[src/rtl/uart_tx_arbiter.sv]
`default_nettype none
// ============================================================================
// uart_tx_arbiter : packet-level round-robin arbiter sharing one TX FIFO path
// Revision 1.0
// ============================================================================
module uart_tx_arbiter #(
  parameter int N_REQ   = 4,
  parameter int N_BIT   = 8,
  parameter int MAX_LEN = 16
) (
  input  logic                       clk,
  input  logic                       rst,
  input  logic [N_REQ-1:0]           req,
  input  logic [N_REQ-1:0]           src_valid,
  input  logic [N_REQ*N_BIT-1:0]     src_data,
  input  logic [N_REQ-1:0]           src_last,
  output logic [N_REQ-1:0]           src_ready,
  output logic [N_REQ-1:0]           grant,
  output logic                       busy,
  output logic [N_BIT-1:0]           tx_wr_data,
  output logic                       tx_wr_en,
  input  logic                       tx_full,
  output logic                       len_err,
  output logic [$clog2(N_REQ)-1:0]   err_id
);

  localparam int IW = $clog2(N_REQ);
  localparam int CW = $clog2(MAX_LEN + 1);

  typedef logic [IW:0] sum_t;
  typedef enum logic [0:0] {S_IDLE = 1'b0, S_XFER = 1'b1} state_t;

  state_t              r_state;
  logic [N_REQ-1:0]    r_grant;
  logic [IW-1:0]       r_gidx;
  logic [IW-1:0]       r_rr_ptr;
  logic [CW-1:0]       r_cnt;
  logic                r_len_err;
  logic [IW-1:0]       r_err_id;

  logic                w_found;
  logic [IW-1:0]       w_pick;
  logic                w_acc;
  logic                w_done;
  logic                w_force;
  logic [IW-1:0]       w_next_rr;
  logic [N_BIT-1:0]    w_data;

  // Scan rr_ptr, rr_ptr+1, ... wrapping at N_REQ; the first set req wins.
  always_comb begin
    sum_t v_sum;
    w_found = 1'b0;
    w_pick  = '0;
    v_sum   = '0;
    for (int i = 0; i < N_REQ; i++) begin
      v_sum = {1'b0, r_rr_ptr} + sum_t'(i);
      if (v_sum >= sum_t'(N_REQ)) v_sum = v_sum - sum_t'(N_REQ);
      if (!w_found && req[v_sum[IW-1:0]]) begin
        w_found = 1'b1;
        w_pick  = v_sum[IW-1:0];
      end
    end
  end

  assign w_data    = src_data[r_gidx*N_BIT +: N_BIT];
  assign w_acc     = (r_state == S_XFER) && src_valid[r_gidx] && !tx_full;
  assign w_force   = w_acc && !src_last[r_gidx] && (r_cnt == CW'(MAX_LEN - 1));
  assign w_done    = (w_acc && src_last[r_gidx]) || w_force;
  assign w_next_rr = (r_gidx == IW'(N_REQ - 1)) ? '0 : r_gidx + 1'b1;

  assign grant      = r_grant;
  assign busy       = (r_state == S_XFER);
  assign src_ready  = (busy && !tx_full) ? r_grant : '0;
  assign tx_wr_en   = w_acc;
  assign tx_wr_data = w_acc ? w_data : '0;
  assign len_err    = r_len_err;
  assign err_id     = r_err_id;

  always_ff @(posedge clk or negedge rst) begin
    if (!rst) begin
      r_state   <= S_IDLE;
      r_grant   <= '0;
      r_gidx    <= '0;
      r_rr_ptr  <= '0;
      r_cnt     <= '0;
      r_len_err <= 1'b0;
      r_err_id  <= '0;
    end else begin
      r_len_err <= 1'b0;
      case (r_state)
        S_IDLE: begin
          if (w_found) begin
            r_state <= S_XFER;
            r_grant <= N_REQ'(1) << w_pick;
            r_gidx  <= w_pick;
            r_cnt   <= '0;
          end
        end
        S_XFER: begin
          if (w_acc) begin
            r_cnt <= r_cnt + 1'b1;
            // Release on last byte or on the MAX_LEN-th byte, whichever first.
            if (w_done) begin
              r_state  <= S_IDLE;
              r_grant  <= '0;
              r_rr_ptr <= w_next_rr;
            end
            if (w_force) begin
              r_len_err <= 1'b1;
              r_err_id  <= r_gidx;
            end
          end
        end
        default: r_state <= S_IDLE;
      endcase
    end
  end

endmodule
`default_nettype wire

[config.mk]
export PLATFORM = sky130hd
export DESIGN_NAME = uart_tx_arbiter
export DESIGN_NICKNAME = d
export VERILOG_FILES = /design/src/rtl/uart_tx_arbiter.sv
export SDC_FILE = /design/constraint.sdc
export NUM_CORES = 1
export LEC_CHECK = 0
export ABC_AREA = 1
export BUFFER_PORTS_ARGS = -buffer_cell sky130_fd_sc_hd__buf_2
export CAP_MARGIN = 5
export CORE_ASPECT_RATIO = 1.25
export CORE_MARGIN = 3
export CORE_UTILIZATION = 50
export CTS_CLUSTER_SIZE = 8
export DETAILED_ROUTE_END_ITERATION = 10
export HOLD_SLACK_MARGIN = 0.05
export PLACE_DENSITY = 0.83
export SYNTH_ARGS = -nofsm -noshare
export SYNTH_HDL_FRONTEND = slang
export SYNTH_SLANG_ARGS = --single-unit
[constraint.sdc]
create_clock -name clk -period 3 [get_ports clk]
set_input_delay 0.6 -clock clk [delete_from_list [all_inputs] [get_ports clk]]
set_output_delay 0.6 -clock clk [all_outputs]
set_load 0.01 [all_outputs]
==> flow_metrics.env, run 1 <==
export IMPL_vias_per_cell=4.81
export IMPL_fin_nets=344
export IMPL_seqPwrFrac_pct=26.5
export IMPL_cp_data_required_time_ns=2.40
export IMPL_critPathSlowestCell="dfrtp_1"
export IMPL_layout_commonest_cell="buf_2"
export IMPL_vias=1573
export IMPL_power_internal_uw=725
export IMPL_die_area_mm2=0.00353
export IMPL_instances_no_fill=327
export IMPL_maxCapViolCount=0
export IMPL_post_cts_resized=0
export IMPL_syn_area_mm2=0.00142
export IMPL_pin_count=68
export IMPL_cts_root_buf="clkbuf_4"
export IMPL_p_total_mw=1.54
export IMPL_synth_nets=279
export IMPL_cts_made_buffers=3
export IMPL_fp_dieH_um=65.6
export IMPL_fin_skew_ns=0.00388
export IMPL_fillers=281
export IMPL_wl_per_cell_um=10.5
export IMPL_row_count=21
export IMPL_cellLeakagePower_nw=1.03
export IMPL_critPathKind="reg2out"
export IMPL_clk_path_buf_depth=2
export IMPL_post_cts_buffers=0
export IMPL_grt_pass1_vias=1516
export IMPL_drc=0
export IMPL_synth_seq_area_share_pct=29.9
export IMPL_cp_arrival_ns=1.94
export IMPL_cpPeakStageDelay_ns=0.63
export IMPL_crit_fanout=15
export IMPL_clk_latency_ns=0.29
export IMPL_yosysWarnings=0
export IMPL_final_cell_mix="buf_2 (67), nand2_1 (52), nor2_1 (46)"
export IMPL_path_cells="buf_4 -> nor2_1 -> nor2_1 -> o21ai_1 -> nand2_1 -> nand2_2 -> a21oi_1 -> buf_2"
export IMPL_fin_crit_sh_pct=84.7
export IMPL_dp_hpwl_um=2900
export IMPL_peakVddDrop_mv=0.541
export IMPL_grt_max_degree=21
export IMPL_io_buffers=67
export IMPL_hp_class="in2async"
export IMPL_p_clk_share_pct=7.8
export IMPL_routed_wl_um=3450
export IMPL_fin_tns_setup_ns=0
export IMPL_slew_headroom_pct=70.4
export IMPL_clock_fmax_mhz=393
export IMPL_synthDistinctLibCells=25
export IMPL_critPathMostFrequentCell="nor2_1"
export IMPL_crit_buf_inv=2
export IMPL_grt_pass1_wl_um=5820
export IMPL_cts_tree="done"
export IMPL_grt_overflow=0
export IMPL_track_usage_pct=21.2
export IMPL_tightest_slew_ns=0.444
export IMPL_drtAntennaViolNets=0
export IMPL_holdBufCountCts=0
export IMPL_drt_iter0_markers=25
export IMPL_startpoint_type="flip-flop"
export IMPL_n_antenna_cell=0
export IMPL_clock_sinks=17
export IMPL_drtPass1Iterations=4
export IMPL_synthCells=229
export IMPL_synth_seq_cells=17
export IMPL_dp_cells=323
export IMPL_htree_levels=1
export IMPL_layout_drive_gt1_share_pct=31.4
export IMPL_rsz0062_at_grt="false"
export IMPL_synth_area_per_cell_um2=6.21
export IMPL_drv_slew=0
export IMPL_status="completed"
export IMPL_area_growth_pct=25.8
export IMPL_coreArea_mm2=0.00271
export IMPL_finalSetupViolations=0
export IMPL_fin_crit_ns=2.54
export IMPL_power_switching_uw=818
export IMPL_p_per_area_mw_per_mm2=863
export IMPL_grt_antenna_before_repair=0
export IMPL_switching_share_pct=53.0
export IMPL_power_frac_comb_pct=65.7
export IMPL_gp_congestion=0.790
export IMPL_critPathTopFamily="flip-flops"
export IMPL_die_x_um=53.7
export IMPL_end_kind="output pin"
export IMPL_clk_pin_slew_ns=0.09
export IMPL_start_util_pct=52.6
export IMPL_hold_violations=0
final timing paths:
kind	from	to	slack, ns	cells after the start
max	r_gidx[0]$_DFFE_PN0P_	tx_wr_data[2]	0.46	8
min	rst	r_cnt[3]$_DFFE_PN0P_	0.21	1
max reg2reg	r_gidx[0]$_DFFE_PN0P_	err_id[0]$_DFFE_PN0P_	1.05	9
min reg2reg	err_id[1]$_DFFE_PN0P_	err_id[1]$_DFFE_PN0P_	0.50	2
max in group asynchronous	rst	r_rr_ptr[0]$_DFFE_PN0P_	2.52	1
min in group clk	err_id[1]$_DFFE_PN0P_	err_id[1]$_DFFE_PN0P_	0.50	2
cell type report:
type	instances	area (um2)	share of cell area, %
Clock buffer	4	26.3	1.47
Tap cell	34	42.5	2.38
Sequential cell	17	425	23.8
Multi-Input combinational cell	174	840	46.9
Timing Repair Buffer	68	343	19.2
Inverter	30	113	6.29
power groups by stage:
stage,Combinational [mW],Sequential [mW],Clock [mW]
floorplan,0.843,0.370,0
global placement,1.01,0.412,0
detailed placement,1.03,0.414,0
CTS,1.03,0.409,0.123
global route,1.18,0.424,0.134
finish,1.01,0.409,0.120
worst reg2reg max path, delay by kind of cell, from the launching register on:
family	cells	cell delay (ns)
and+or+nand+nor	5	0.53
DFF	1	0.63
AOI/OAI and AO/OA	2	0.30
buffers and inverters	2	0.40
metrics by stage:
step | setup WS, ns | util (%) | hold WS [ns] | instance area [um2]
global placement | 0.826 | 65.1 | 0.471 | 1760
global route | 0.264 | 66.1 | 0.219 | 1790
finish | 0.458 | 66.1 | 0.209 | 1790
floorplan | 1.12 | - | 0.304 | 1420
detailed placement | 0.766 | 65.1 | 0.481 | 1760
CTS | 0.428 | 66.1 | 0.213 | 1790
metal layers:
metal	vias up	GRT usage, %	part of all wire, %
li1	848	-	-
met1	678	23.1	39
met2	43	39.4	55
met3	4	4.99	5.6
met4	0	4.79	0.90
met5	-	0	0
registers in the layout, summed over array words and instances, names as in the netlist:
name	cells
r_gidx	2
r_rr_ptr	2
r_cnt	5
len_err	1
grant	4
err_id	2
busy	1
Yosys cell counts:
| master | n | area share [%] |
|---|---|---|
| nor3_1 | 1 | 0.35 |
| nand3_2 | 2 | 1.4 |
| nand3_1 | 12 | 4.2 |
| o31ai_1 | 1 | 0.53 |
| dfrtp_1 | 17 | 30 |
| nor2_1 | 46 | 12 |
| buf_2 | 3 | 1.1 |
| nand4_1 | 2 | 0.88 |
| inv_2 | 6 | 1.6 |
| buf_6 | 1 | 0.79 |
| buf_4 | 1 | 0.53 |
| nand2_1 | 52 | 14 |
| ha_1 | 3 | 2.6 |
| nand3_4 | 1 | 1.2 |
| o21ai_0 | 19 | 6.7 |
| o21ai_1 | 10 | 3.5 |
| nand2_2 | 9 | 4.0 |
| o22ai_1 | 1 | 0.44 |
| clkbuf_1 | 3 | 0.79 |
| xor2_1 | 2 | 1.2 |
| o21a_1 | 1 | 0.53 |
| nor2_4 | 2 | 1.6 |
| nand2_4 | 1 | 0.79 |
| a21oi_1 | 9 | 3.2 |
| inv_1 | 24 | 6.3 |
kinds of logic (layout without fill, tap and decap cells):
family,count (synthesis),after routing,share of synthesized area (%)
flops,17,17,29.9
fa+ha+maj,3,3,2.64
compound gates,41,41,14.9
xor+xnor,2,2,1.23
buf+inv,38,102,11.1
simple gates,128,128,40.3
(Power assumes the default switching activity.)
==> run 2: changes to the inputs <==
--- a/config.mk
+++ b/config.mk
@@ -10,11 +10,11 @@
 export CAP_MARGIN = 5
 export CORE_ASPECT_RATIO = 1.25
 export CORE_MARGIN = 3
-export CORE_UTILIZATION = 50
+export CORE_UTILIZATION = 46
 export CTS_CLUSTER_SIZE = 8
 export DETAILED_ROUTE_END_ITERATION = 10
 export HOLD_SLACK_MARGIN = 0.05
-export PLACE_DENSITY = 0.83
+export PLACE_DENSITY = 0.78
 export SYNTH_ARGS = -nofsm -noshare
 export SYNTH_HDL_FRONTEND = slang
 export SYNTH_SLANG_ARGS = --single-unit
==> constraint.sdc (replaced) <==
create_clock -name clk -period 2.6 [get_ports clk]
set_input_delay 0.52 -clock clk [delete_from_list [all_inputs] [get_ports clk]]
set_output_delay 0.52 -clock clk [all_outputs]
set_load 0.01 [all_outputs]
==> run 2 against run 1 <==
  * Sequential power increased by 17%
  * Sequential share of layout area increased by 0.090 points
  * Non-clock buffer count unchanged
  * Clock-buffer cell count decreased by 1
  * Die area increased by 7.8%
  * Clock power increased by 16%
  * Critical path depth decreased by 1
  * Setup slack got worse by 0.15 ns
  * Largest cell class unchanged
  * Final cell count unchanged
  * Global-route usage decreased by 2.0 points
==> flow_metrics.env, run 2 (synthesis results as in run 1) <==
export IMPL_status="completed"
export IMPL_cellLeakagePower_nw=1.03
export IMPL_clk_path_buf_depth=2
export IMPL_die_area_mm2=0.00380
export IMPL_final_area_mm2=0.00179
export IMPL_r2r_end="grant[1]$_DFFE_PN0P_"
export IMPL_row_count=21
export IMPL_vias=1579
export IMPL_hold_violations=0
export IMPL_instances_no_fill=327
export IMPL_tightest_slew_ns=0.378
export IMPL_n_antenna_cell=0
export IMPL_fin_skew_ns=0.00159
export IMPL_p_total_mw=1.79
export IMPL_pin_count=68
export IMPL_htree_levels=1
export IMPL_largest_reg_flops=5
export IMPL_drtAntennaViolNets=0
export IMPL_critPathTopFamily="buffers and inverters"
export IMPL_crit_fanout=14
export IMPL_drc=0
export IMPL_critPathKind="reg2out"
export IMPL_cts_tree="done"
export IMPL_coreArea_mm2=0.00281
export IMPL_cpPeakStageDelay_ns=0.50
export IMPL_fin_crit_sh_pct=88.3
export IMPL_clock_fmax_mhz=436
export IMPL_top_layer="met4"
export IMPL_preCtsSetupSlack_ns=0.457
export IMPL_wl_met2_um=1870
export IMPL_io_buffers=67
export IMPL_startpoint_type="flip-flop"
export IMPL_holdBufCountCts=0
export IMPL_hp_class="in2async"
export IMPL_grt_max_degree=21
export IMPL_layout_drive_gt1_share_pct=32.4
export IMPL_drv_slew=0
export IMPL_wl_met1_um=1420
export IMPL_fin_tns_setup_ns=0
export IMPL_path_cells="inv_1 -> nor2_1 -> o21ai_1 -> nand2_1 -> nand2_2 -> inv_2 -> buf_2"
export IMPL_vias_per_cell=4.83
export IMPL_clk_latency_ns=0.28
export IMPL_slew_headroom_pct=74.8
export IMPL_grt_overflow=0
export IMPL_gp_congestion=0.840
export IMPL_layout_commonest_cell="buf_2"
export IMPL_final_cell_mix="buf_2 (67), nand2_1 (52), nor2_1 (46)"
export IMPL_peakVddDrop_mv=0.468
export IMPL_dp_hpwl_um=2930
export IMPL_cts_root_buf="clkbuf_4"
export IMPL_post_cts_buffers=0
export IMPL_post_cts_resized=0
export IMPL_drtPass1Iterations=4
export IMPL_fin_crit_ns=2.29
export IMPL_r2r_cells=11
export IMPL_dp_cells=323
export IMPL_die_x_um=55.7
export IMPL_drt_iter0_markers=46
export IMPL_finalSetupViolations=0
export IMPL_setup_slack_ns=0.305
export IMPL_track_usage_pct=19.2
export IMPL_p_per_area_mw_per_mm2=999
export IMPL_critPathSlowestCell="dfrtp_2"
export IMPL_rsz0062_at_grt="false"
export IMPL_cp_data_required_time_ns=2.08
export IMPL_cts_made_buffers=3
export IMPL_maxCapViolCount=0
export IMPL_grt_antenna_before_repair=0
export IMPL_regMostFlops="r_cnt"
export IMPL_clk_pin_slew_ns=0.10
export IMPL_reg2reg_slack_ns=0.79
export IMPL_cp_arrival_ns=1.77
export IMPL_clock_sinks=17
export IMPL_area_growth_pct=26.0
export IMPL_grt_pass1_wl_um=5820
export IMPL_r2r_start="r_gidx[1]$_DFFE_PN0P_"
export IMPL_end_kind="output pin"
export IMPL_placedInstanceArea_mm2=0.00176
export IMPL_wl_per_cell_um=10.7
export IMPL_routed_wl_um=3510
export IMPL_grt_pass1_vias=1395
export IMPL_crit_buf_inv=3
export IMPL_fp_dieH_um=68.2
export IMPL_fin_nets=344
export IMPL_route_met3_wl_um=202
export IMPL_start_util_pct=50.6
-- run 2: worst max path at each step --
stage,startpoint,endpoint,depth (start not counted)
finish,r_gidx[1]$_DFFE_PN0P_,tx_wr_en,7
global route,r_gidx[1]$_DFFE_PN0P_,tx_wr_data[4],7
CTS,r_gidx[1]$_DFFE_PN0P_,tx_wr_data[6],7
detailed placement,r_gidx[1]$_DFFE_PN0P_,tx_wr_data[6],7
global placement,r_gidx[0]$_DFFE_PN0P_,tx_wr_en,6
floorplan,r_gidx[0]$_DFFE_PN0P_,tx_wr_data[0],6
-- run 2: per-layer routing --
metal | track usage, % | up-vias
met5 | 0 | -
met4 | 4.86 | 0
met3 | 3.96 | 2
met2 | 36.7 | 37
met1 | 21.9 | 689
li1 | - | 851
-- run 2: metrics by stage --
stage / util [%] / hold WS [ns]
6_report: 63.8 / 0.134
5_1_grt: 63.8 / 0.140
4_1_cts: 63.7 / 0.140
3_5_place_dp: 62.7 / 0.465
3_3_place_gp: 62.7 / 0.460
2_1_floorplan: - / 0.224
-- run 2: report_power, final --
part           total (mW)  switching (mW)  internal, mW  leakage (nW)
combinational        1.17           0.740         0.432         0.794
clock               0.139          0.0817        0.0571        0.0177
sequential          0.479           0.131         0.348         0.219
total                1.79           0.953         0.837          1.03
-- run 2: layout make-up --
type / instances / area, um2
Tap cell: 34 / 42.5
Clock buffer: 3 / 22.5
Multi-Input combinational cell: 174 / 840
Clock inverter: 1 / 5.00
Fill cell: 285 / 1020
Timing Repair Buffer: 68 / 343
Sequential cell: 17 / 428
Inverter: 30 / 113
==> run 3: changes to the inputs <==
--- a/config.mk
+++ b/config.mk
@@ -15,6 +15,7 @@
 export DETAILED_ROUTE_END_ITERATION = 10
 export HOLD_SLACK_MARGIN = 0.05
 export PLACE_DENSITY = 0.78
+export RECOVER_POWER = 50
 export SYNTH_ARGS = -nofsm -noshare
 export SYNTH_HDL_FRONTEND = slang
 export SYNTH_SLANG_ARGS = --single-unit
==> constraint.sdc (replaced) <==
create_clock -name clk -period 2.6 [get_ports clk]
set_input_delay 0.52 -clock clk [delete_from_list [all_inputs] [get_ports clk]]
set_output_delay 0.52 -clock clk [all_outputs]
set_load 0.005 [all_outputs]
==> run 3 against run 2 <==
  * Global-route usage increased by 0.15 points
  * Combinational power hardly changed
  * Sequential power decreased by 2%
  * Wire length decreased by 1.1%
  * Hold slack better by 0.18 ns
  * Final area down 0.49%
  * Highest routed layer unchanged
==> flow_metrics.env, run 3 (synthesis results as in run 1) <==
export IMPL_status="completed"
export IMPL_die_x_um=55.7
export IMPL_track_usage_pct=19.4
export IMPL_hold_violations=0
export IMPL_clk_latency_ns=0.29
export IMPL_drv_slew=0
export IMPL_r2r_cells=10
export IMPL_clock_fmax_mhz=427
export IMPL_vias=1572
export IMPL_grt_antenna_before_repair=0
export IMPL_final_cell_mix="buf_2 (61), nand2_1 (52), nor2_1 (46)"
export IMPL_setup_slack_ns=0.259
export IMPL_seqCellArea_um2=427
export IMPL_power_switching_uw=923
export IMPL_hp_class="in2async"
export IMPL_cp_data_required_time_ns=2.08
export IMPL_drtPass1Iterations=4
export IMPL_power_frac_comb_pct=65.0
export IMPL_slew_headroom_pct=40.3
export IMPL_maxCapViolCount=0
export IMPL_grt_overflow=0
export IMPL_rsz0062_at_grt="false"
export IMPL_cts_root_buf="clkbuf_4"
export IMPL_holdBufCountCts=0
export IMPL_layout_commonest_cell="buf_2"
export IMPL_finalSetupViolations=0
export IMPL_n_antenna_cell=0
export IMPL_grt_max_degree=21
export IMPL_io_buffers=67
export IMPL_layout_drive_gt1_share_pct=30.0
export IMPL_cts_tree="done"
export IMPL_p_per_area_mw_per_mm2=982
export IMPL_regMostFlops="r_cnt"
export IMPL_preCtsSetupSlack_ns=0.528
export IMPL_cts_made_buffers=3
export IMPL_gp_congestion=0.851
export IMPL_cellLeakagePower_nw=1.01
export IMPL_largest_reg_flops=5
export IMPL_grt_pass1_vias=1435
export IMPL_final_util_pct=63.5
export IMPL_peakVddDrop_mv=0.597
export IMPL_htree_levels=1
export IMPL_power_internal_uw=828
export IMPL_drc=0
export IMPL_tightest_slew_ns=0.895
export IMPL_r2r_start="r_gidx[0]$_DFFE_PN0P_"
export IMPL_multi_input_area_um2=840
export IMPL_crit_fanout=20
export IMPL_clk_pin_slew_ns=0.10
export IMPL_routed_wl_um=3470
export IMPL_coreArea_mm2=0.00281
export IMPL_fin_nets=344
export IMPL_final_area_mm2=0.00178
export IMPL_critPathKind="reg2out"
export IMPL_fin_skew_ns=0.00948
export IMPL_dp_hpwl_um=2920
export IMPL_fin_crit_ns=2.34
export IMPL_switching_share_pct=52.7
export IMPL_fin_tns_setup_ns=0
export IMPL_end_kind="output pin"
export IMPL_fp_dieH_um=68.2
export IMPL_p_clk_share_pct=8.1
export IMPL_die_area_mm2=0.00380
export IMPL_whs_ns=0.312
export IMPL_clk_path_buf_depth=2
export IMPL_start_util_pct=50.6
export IMPL_fin_crit_sh_pct=90.0
export IMPL_vias_per_cell=4.81
export IMPL_fillers=287
export IMPL_startpoint_type="flip-flop"
export IMPL_r2r_end="grant[1]$_DFFE_PN0P_"
export IMPL_placedInstanceArea_mm2=0.00176
export IMPL_drtAntennaViolNets=0
export IMPL_reg2reg_slack_ns=0.75
export IMPL_post_cts_buffers=0
export IMPL_row_count=21
export IMPL_area_growth_pct=25.4
export IMPL_post_cts_resized=0
export IMPL_clock_sinks=17
export IMPL_wl_per_cell_um=10.6
export IMPL_seqPwrFrac_pct=26.9
export IMPL_grt_pass1_wl_um=5820
export IMPL_drt_iter0_markers=34
export IMPL_pin_count=68
export IMPL_cp_arrival_ns=1.82
## run 3: worst max path at each step
stage	from	end	slack, ns	cells past startpoint
detailed placement	r_gidx[1]$_DFFE_PN0P_	tx_wr_data[1]	0.53	7
finish	r_gidx[0]$_DFFE_PN0P_	tx_wr_en	0.26	6
CTS	r_gidx[1]$_DFFE_PN0P_	tx_wr_data[1]	0.20	7
floorplan	r_gidx[0]$_DFFE_PN0P_	tx_wr_data[0]	0.92	6
global placement	r_gidx[1]$_DFFE_PN0P_	tx_wr_data[1]	0.58	7
global route	r_gidx[0]$_DFFE_PN0P_	tx_wr_en	0.07	6
## run 3: routing by layer
metal | vias up | track usage [%] | wire length (um) | share of wire, %
met2 | 40 | 39.1 | 1800 | 52
li1 | 846 | - | - | -
met5 | - | 0 | 0 | 0
met1 | 679 | 20.4 | 1400 | 40
met4 | 0 | 6.38 | 59 | 1.7
met3 | 7 | 3.21 | 209 | 6.0
## run 3: power groups by stage
stage	Sequential [mW]	Combinational, mW	Clock [mW]
2_1_floorplan	0.416	0.951	0
3_3_place_gp	0.471	1.15	0
3_5_place_dp	0.474	1.16	0
4_1_cts	0.469	1.16	0.142
5_1_grt	0.488	1.33	0.156
6_report	0.470	1.14	0.142
## run 3: area by class of cell
cell class | instances | share of cell area, %
multi-input cells | 174 | 47.1
well taps | 34 | 2.38
flip-flops and latches | 17 | 23.9
clock buffers | 3 | 1.26
clock inverters | 1 | 0.281
repair buffers | 68 | 18.8
inverters | 30 | 6.31
## run 3: worst max-delay path, cell delays in order (launching register included)
cell and delay, ns:
dfrtp_1 0.61, inv_2 0.22, o21ai_1 0.17, nand2_1 0.08, nand2_2 0.22, inv_2 0.09, buf_2 0.14
## run 3: metrics by stage
| stage | power (mW) | std cells |
|---|---|---|
| floorplan | 1.37 | 229 |
| global placement | 1.62 | 323 |
| detailed placement | 1.63 | 323 |
| CTS | 1.77 | 327 |
| global route | 1.97 | 327 |
| finish | 1.75 | 327 |
